## config.mk

```make
export PLATFORM = sky130hd
export DESIGN_NAME = udp_top_hls_deadlock_param_monitor
export DESIGN_NICKNAME = d
export VERILOG_FILES = /design/src/rtl/udp_top_hls_deadlock_param_monitor.sv
export SDC_FILE = /design/constraint.sdc
export NUM_CORES = 1
export LEC_CHECK = 0
export CORE_ASPECT_RATIO = 1.75
export CORE_MARGIN = 10
export CORE_UTILIZATION = 35
export DETAILED_ROUTE_END_ITERATION = 7
export HOLD_SLACK_MARGIN = 0.1
export PLACE_DENSITY = 0.93
export SYNTH_ARGS = -nofsm -noshare
export SYNTH_HDL_FRONTEND = slang
export SYNTH_SLANG_ARGS = --single-unit
```

## constraint.sdc

```tcl
create_clock -name clock -period 1.7 [get_ports clock]
set_input_delay 0.425 -clock clock [delete_from_list [all_inputs] [get_ports clock]]
set_output_delay 0.425 -clock clock [all_outputs]
set_load 0.05 [all_outputs]
```

## src/rtl/udp_top_hls_deadlock_param_monitor.sv

```systemverilog
// Parametrised deadlock monitor for one HLS dataflow region of the UDP stack.
// It raises block after THRESH consecutive cycles where every process is idle or stalled and at least one is stalled on AXIS.
module udp_top_hls_deadlock_param_monitor #(
  parameter int NUM_PROC = 11,
  parameter int NUM_AXIS = 8,
  parameter int NUM_SUB  = 2,
  parameter logic [NUM_PROC*NUM_AXIS-1:0] AXIS_MAP = '0,
  parameter logic [NUM_PROC*NUM_SUB-1:0]  SUB_MAP  = '0,
  parameter int THRESH = 16,
  parameter int STICKY = 1,
  parameter int CNT_W  = 32,
  localparam int IDX_W = (NUM_PROC > 1) ? $clog2(NUM_PROC) : 1
) (
  input  logic                clock,
  input  logic                reset,
  input  logic [NUM_AXIS-1:0] axis_block_sigs,
  input  logic [NUM_PROC-1:0] inst_idle_sigs,
  input  logic [NUM_PROC-1:0] inst_block_sigs,
  input  logic [NUM_SUB-1:0]  sub_block_sigs,
  input  logic                clear,
  output logic                block,
  output logic [IDX_W-1:0]    block_proc_idx,
  output logic [NUM_PROC-1:0] block_proc_vec,
  output logic [CNT_W-1:0]    stall_cycles,
  output logic [CNT_W-1:0]    deadlock_count
);

  typedef enum logic [1:0] {
    RUN      = 2'd0,
    SUSPECT  = 2'd1,
    DEADLOCK = 2'd2
  } state_t;

  state_t state_p1;
  state_t state_n;

  logic [NUM_PROC-1:0] gate_p0;
  logic [NUM_PROC-1:0] axb_p0;
  logic [NUM_PROC-1:0] stop_p0;
  logic                cond_p0;

  logic                block_n;
  logic [IDX_W-1:0]    idx_n;
  logic [NUM_PROC-1:0] vec_n;
  logic [CNT_W-1:0]    stall_n;
  logic [CNT_W-1:0]    count_n;
  logic [CNT_W-1:0]    stall_inc;
  logic                enter_dl;

  function automatic logic [CNT_W-1:0] sat_inc(input logic [CNT_W-1:0] v);
    return (&v) ? v : v + CNT_W'(1);
  endfunction

  function automatic logic [IDX_W-1:0] lowest_idx(input logic [NUM_PROC-1:0] v);
    logic [IDX_W-1:0] r;
    r = '0;
    for (int i = NUM_PROC - 1; i >= 0; i--) begin
      if (v[i]) r = IDX_W'(i);
    end
    return r;
  endfunction

  // Stage p0: per-process stall classification. A process with no sub-monitor
  // mapping is ungated; otherwise its AXIS stall only counts while a mapped
  // nested monitor also reports a block.
  always_comb begin
    gate_p0 = '0;
    axb_p0  = '0;
    stop_p0 = '0;
    for (int i = 0; i < NUM_PROC; i++) begin
      gate_p0[i] = (SUB_MAP[i*NUM_SUB +: NUM_SUB] == '0) ||
                   (|(sub_block_sigs & SUB_MAP[i*NUM_SUB +: NUM_SUB]));
      axb_p0[i]  = (|(axis_block_sigs & AXIS_MAP[i*NUM_AXIS +: NUM_AXIS])) & gate_p0[i];
      stop_p0[i] = inst_idle_sigs[i] | inst_block_sigs[i] | axb_p0[i];
    end
  end

  assign cond_p0 = (|axb_p0) & (&stop_p0) & ~(&inst_idle_sigs);

  always_comb begin
    state_n   = state_p1;
    block_n   = block;
    idx_n     = block_proc_idx;
    vec_n     = block_proc_vec;
    stall_n   = stall_cycles;
    count_n   = deadlock_count;
    enter_dl  = 1'b0;
    stall_inc = sat_inc(stall_cycles);
    if (clear) begin
      state_n = RUN;
      block_n = 1'b0;
      idx_n   = '0;
      vec_n   = '0;
      stall_n = '0;
      count_n = '0;
    end else begin
      unique case (state_p1)
        RUN: begin
          if (cond_p0) begin
            stall_n = CNT_W'(1);
            if (THRESH <= 1) enter_dl = 1'b1;
            else             state_n  = SUSPECT;
          end else begin
            stall_n = '0;
          end
        end
        SUSPECT: begin
          if (!cond_p0) begin
            state_n = RUN;
            stall_n = '0;
          end else begin
            stall_n = stall_inc;
            if (stall_inc >= CNT_W'(THRESH)) enter_dl = 1'b1;
          end
        end
        DEADLOCK: begin
          // Captures are frozen here; only the episode length keeps moving.
          if (cond_p0) begin
            stall_n = stall_inc;
          end else if (STICKY == 0) begin
            state_n = RUN;
            block_n = 1'b0;
            stall_n = '0;
          end
        end
        default: state_n = RUN;
      endcase
      if (enter_dl) begin
        state_n = DEADLOCK;
        block_n = 1'b1;
        vec_n   = axb_p0;
        idx_n   = lowest_idx(axb_p0);
        count_n = sat_inc(deadlock_count);
      end
    end
  end

  // Stage p1: registered state and outputs.
  always_ff @(posedge clock or negedge reset) begin
    if (!reset) begin
      state_p1       <= RUN;
      block          <= 1'b0;
      block_proc_idx <= '0;
      block_proc_vec <= '0;
      stall_cycles   <= '0;
      deadlock_count <= '0;
    end else begin
      state_p1       <= state_n;
      block          <= block_n;
      block_proc_idx <= idx_n;
      block_proc_vec <= vec_n;
      stall_cycles   <= stall_n;
      deadlock_count <= count_n;
    end
  end

endmodule
```

==> run_results.csv <==
group,metric,value,unit
floorplan,boundaryPins,115,
critical_path,critical_path_required,1270,ps
power,power.total,1790,uW
synthesis,yosysUniqueCellTypes,4,
clock_network,path_clk_slew,70,ps
clock_network,cts_setup_buffers,0,
floorplan,die_area,0.00707,sq mm
min_path,hold_class,"flip-flop to flip-flop",
clock_network,post_cts_resized,0,
timing,rsz0062_at_grt,"false",
timing,min_period,1290,ps
synthesis,synth.top_cell.area_share,58.5,%
cells_and_area,final_common_cell,"conb_1",
clock_network,cts_root_buf,"clkbuf_8",
clock_network,clk-insertion-delay-late,270,ps
synthesis,syn_inst,117,
power,power.density,1070,mW/mm^2
floorplan,coreArea,0.00390,sq mm
route,drt-total-wl,2.92,mm
route,drt_iter0_markers,10,
power,p_leak,0.000954,uW
timing,setup_ws,412,ps
synthesis,netlist_top_cells_area,"dfrtp_1 59%, buf_4 27%, nor2b_1 15%",
timing,slew_violations,0,
floorplan,start_util,36.2,%
cells_and_area,area_growth,19.2,%
job,cap_violations,0,
clock_network,cts.htree.levels,2,
critical_path,crit_type,"flip-flop to output pin",
synthesis,ys.warnings.count,0,
floorplan,dieWidth,68,um
floorplan,row_count,30,
route,antenna_left,0,
global_routing,antenna_found_initial,0,
timing,fin_setup_tns,0,ps
route,dr.pass1.iters,3,
synthesis,ys_seq_area_share,58.5,%
global_routing,grt_pass1_wl,4.57,mm
critical_path,cp_slowest_cell,"dfrtp_1",
timing,fin_skew,0,ps
clock_network,cts_sinks,33,
global_routing,grt_use_total,8.39,%
clock_network,cts_made_buffers,5,
critical_path,start_kind,"flip-flop",
global_routing,grt_max_degree,34,
cells_and_area,layout_common_cells,"47 x conb_1, 37 x buf_4, 33 x nor2b_1, 33 x dfrtp_1, 6 x clkbuf_8",
cells_and_area,layout.nets,194,
timing,hold_violations,0,
cells_and_area,drive_gt1_share,27.5,%
synthesis,synth_top_cell_by_area,"dfrtp_1",
critical_path,critical_path_arrival,860,ps
critical_path,path_buf_inv,1,
route,viasPerCell,3.67,
status,outcome,"complete, no violations",
cells_and_area,diodes,0,
timing,setup_violations,0,
synthesis,synth_area,0.00141,sq mm
timing,period_share,75.7,%
critical_path,crit_family,"flip-flops",
placed_design,portBuffers,35,
global_routing,grt_pass1_vias,910,
clock_network,clock_path_buffers,2,
timing,max_freq,777,MHz
critical_path,worstPathCellList,"buf_4",
placed_design,dpl.hpwl,2.33,mm
synthesis,syn_area_per_cell,12.1,sq um
route,via_count,763,
floorplan,die_height,104,um
critical_path,critPathMaxStageDelay,390,ps
placed_design,pre_cts_slack,309,ps
power,ir_worst_vdd,0.000790,V
clock_network,cts_tree,"yes",
placed_design,post_dp_cell_area,0.00157,sq mm
clock_network,cts_hold_buf,0,
placed_design,gp_congestion,0.659,
global_routing,grt_overflow_total,0,
route,wire_per_inst,14.1,um
critical_path,crit_fanout,2,
route,drc,0,
critical_path,end_kind,"output pin",
cells_and_area,fin_area,0.00168,sq mm
synthesis,ys_ff_latch,33,
## cell usage after synthesis, drive strengths merged
library cell / count
buf: 50
dfrtp: 33
nor2b: 33
conb: 1
## state kept, by name, summed over array words and instances (netlist names)
| register | cells |
|---|---|
| deadlock_count | 32 |
| block | 1 |
## path summary, 6_finish.rpt
| kind | to | start | slack (ps) | depth (start not counted) |
|---|---|---|---|---|
| setup / recovery | deadlock_count[20] | deadlock_count[20]$_DFFE_PN0P_ | 410 | 1 |
| hold / removal | deadlock_count[19]$_DFFE_PN0P_ | deadlock_count[19]$_DFFE_PN0P_ | 500 | 1 |
| setup reg to reg | deadlock_count[20]$_DFFE_PN0P_ | deadlock_count[20]$_DFFE_PN0P_ | 1060 | 1 |
| hold reg to reg | deadlock_count[19]$_DFFE_PN0P_ | deadlock_count[19]$_DFFE_PN0P_ | 500 | 1 |
| max in group asynchronous | deadlock_count[31]$_DFFE_PN0P_ | reset | 830 | 2 |
| min in group asynchronous | deadlock_count[28]$_DFFE_PN0P_ | reset | 570 | 2 |
## routing by layer
| layer | up-vias | global-route usage (%) | routed length [um] |
|---|---|---|---|
| met5 | - | 0 | 0 |
| met4 | 0 | 3.90 | 24 |
| met3 | 2 | 4.64 | 455 |
| met2 | 58 | 13.3 | 1450 |
| met1 | 364 | 8.56 | 990 |
| li1 | 339 | - | - |
## final cells by class
cell class / instances / area, sq um
tap: 48 / 60.1
clock buffer: 7 / 86.3
multi-input combinational: 80 / 383
clock inverter: 1 / 30.0
fill: 391 / 2220
sequential: 33 / 826
timing repair buffer: 39 / 298
## per-stage QoR
step / instances / util [%] / hold slack (ps)
3_5_place_dp: 200 / 40.1 / 488
4_1_cts: 208 / 43.1 / 505
3_3_place_gp: 200 / 40.1 / 482
5_1_grt: 208 / 43.1 / 523
2_1_floorplan: 163 / - / 129
6_report: 208 / 43.1 / 496
## power breakdown
part	internal [uW]	leakage (uW)	switching, uW
registers	785	0.000461	0
logic	10.1	0.000434	257
clock network	477	0.0000585	263
## cell families after synthesis
kind of cell / after synthesis / share of synthesized area (%)
other cells: 1 / 0.266
simple gates: 33 / 14.6
flops: 33 / 58.5
buf+inv: 50 / 26.6
(Power assumes the default switching activity.)
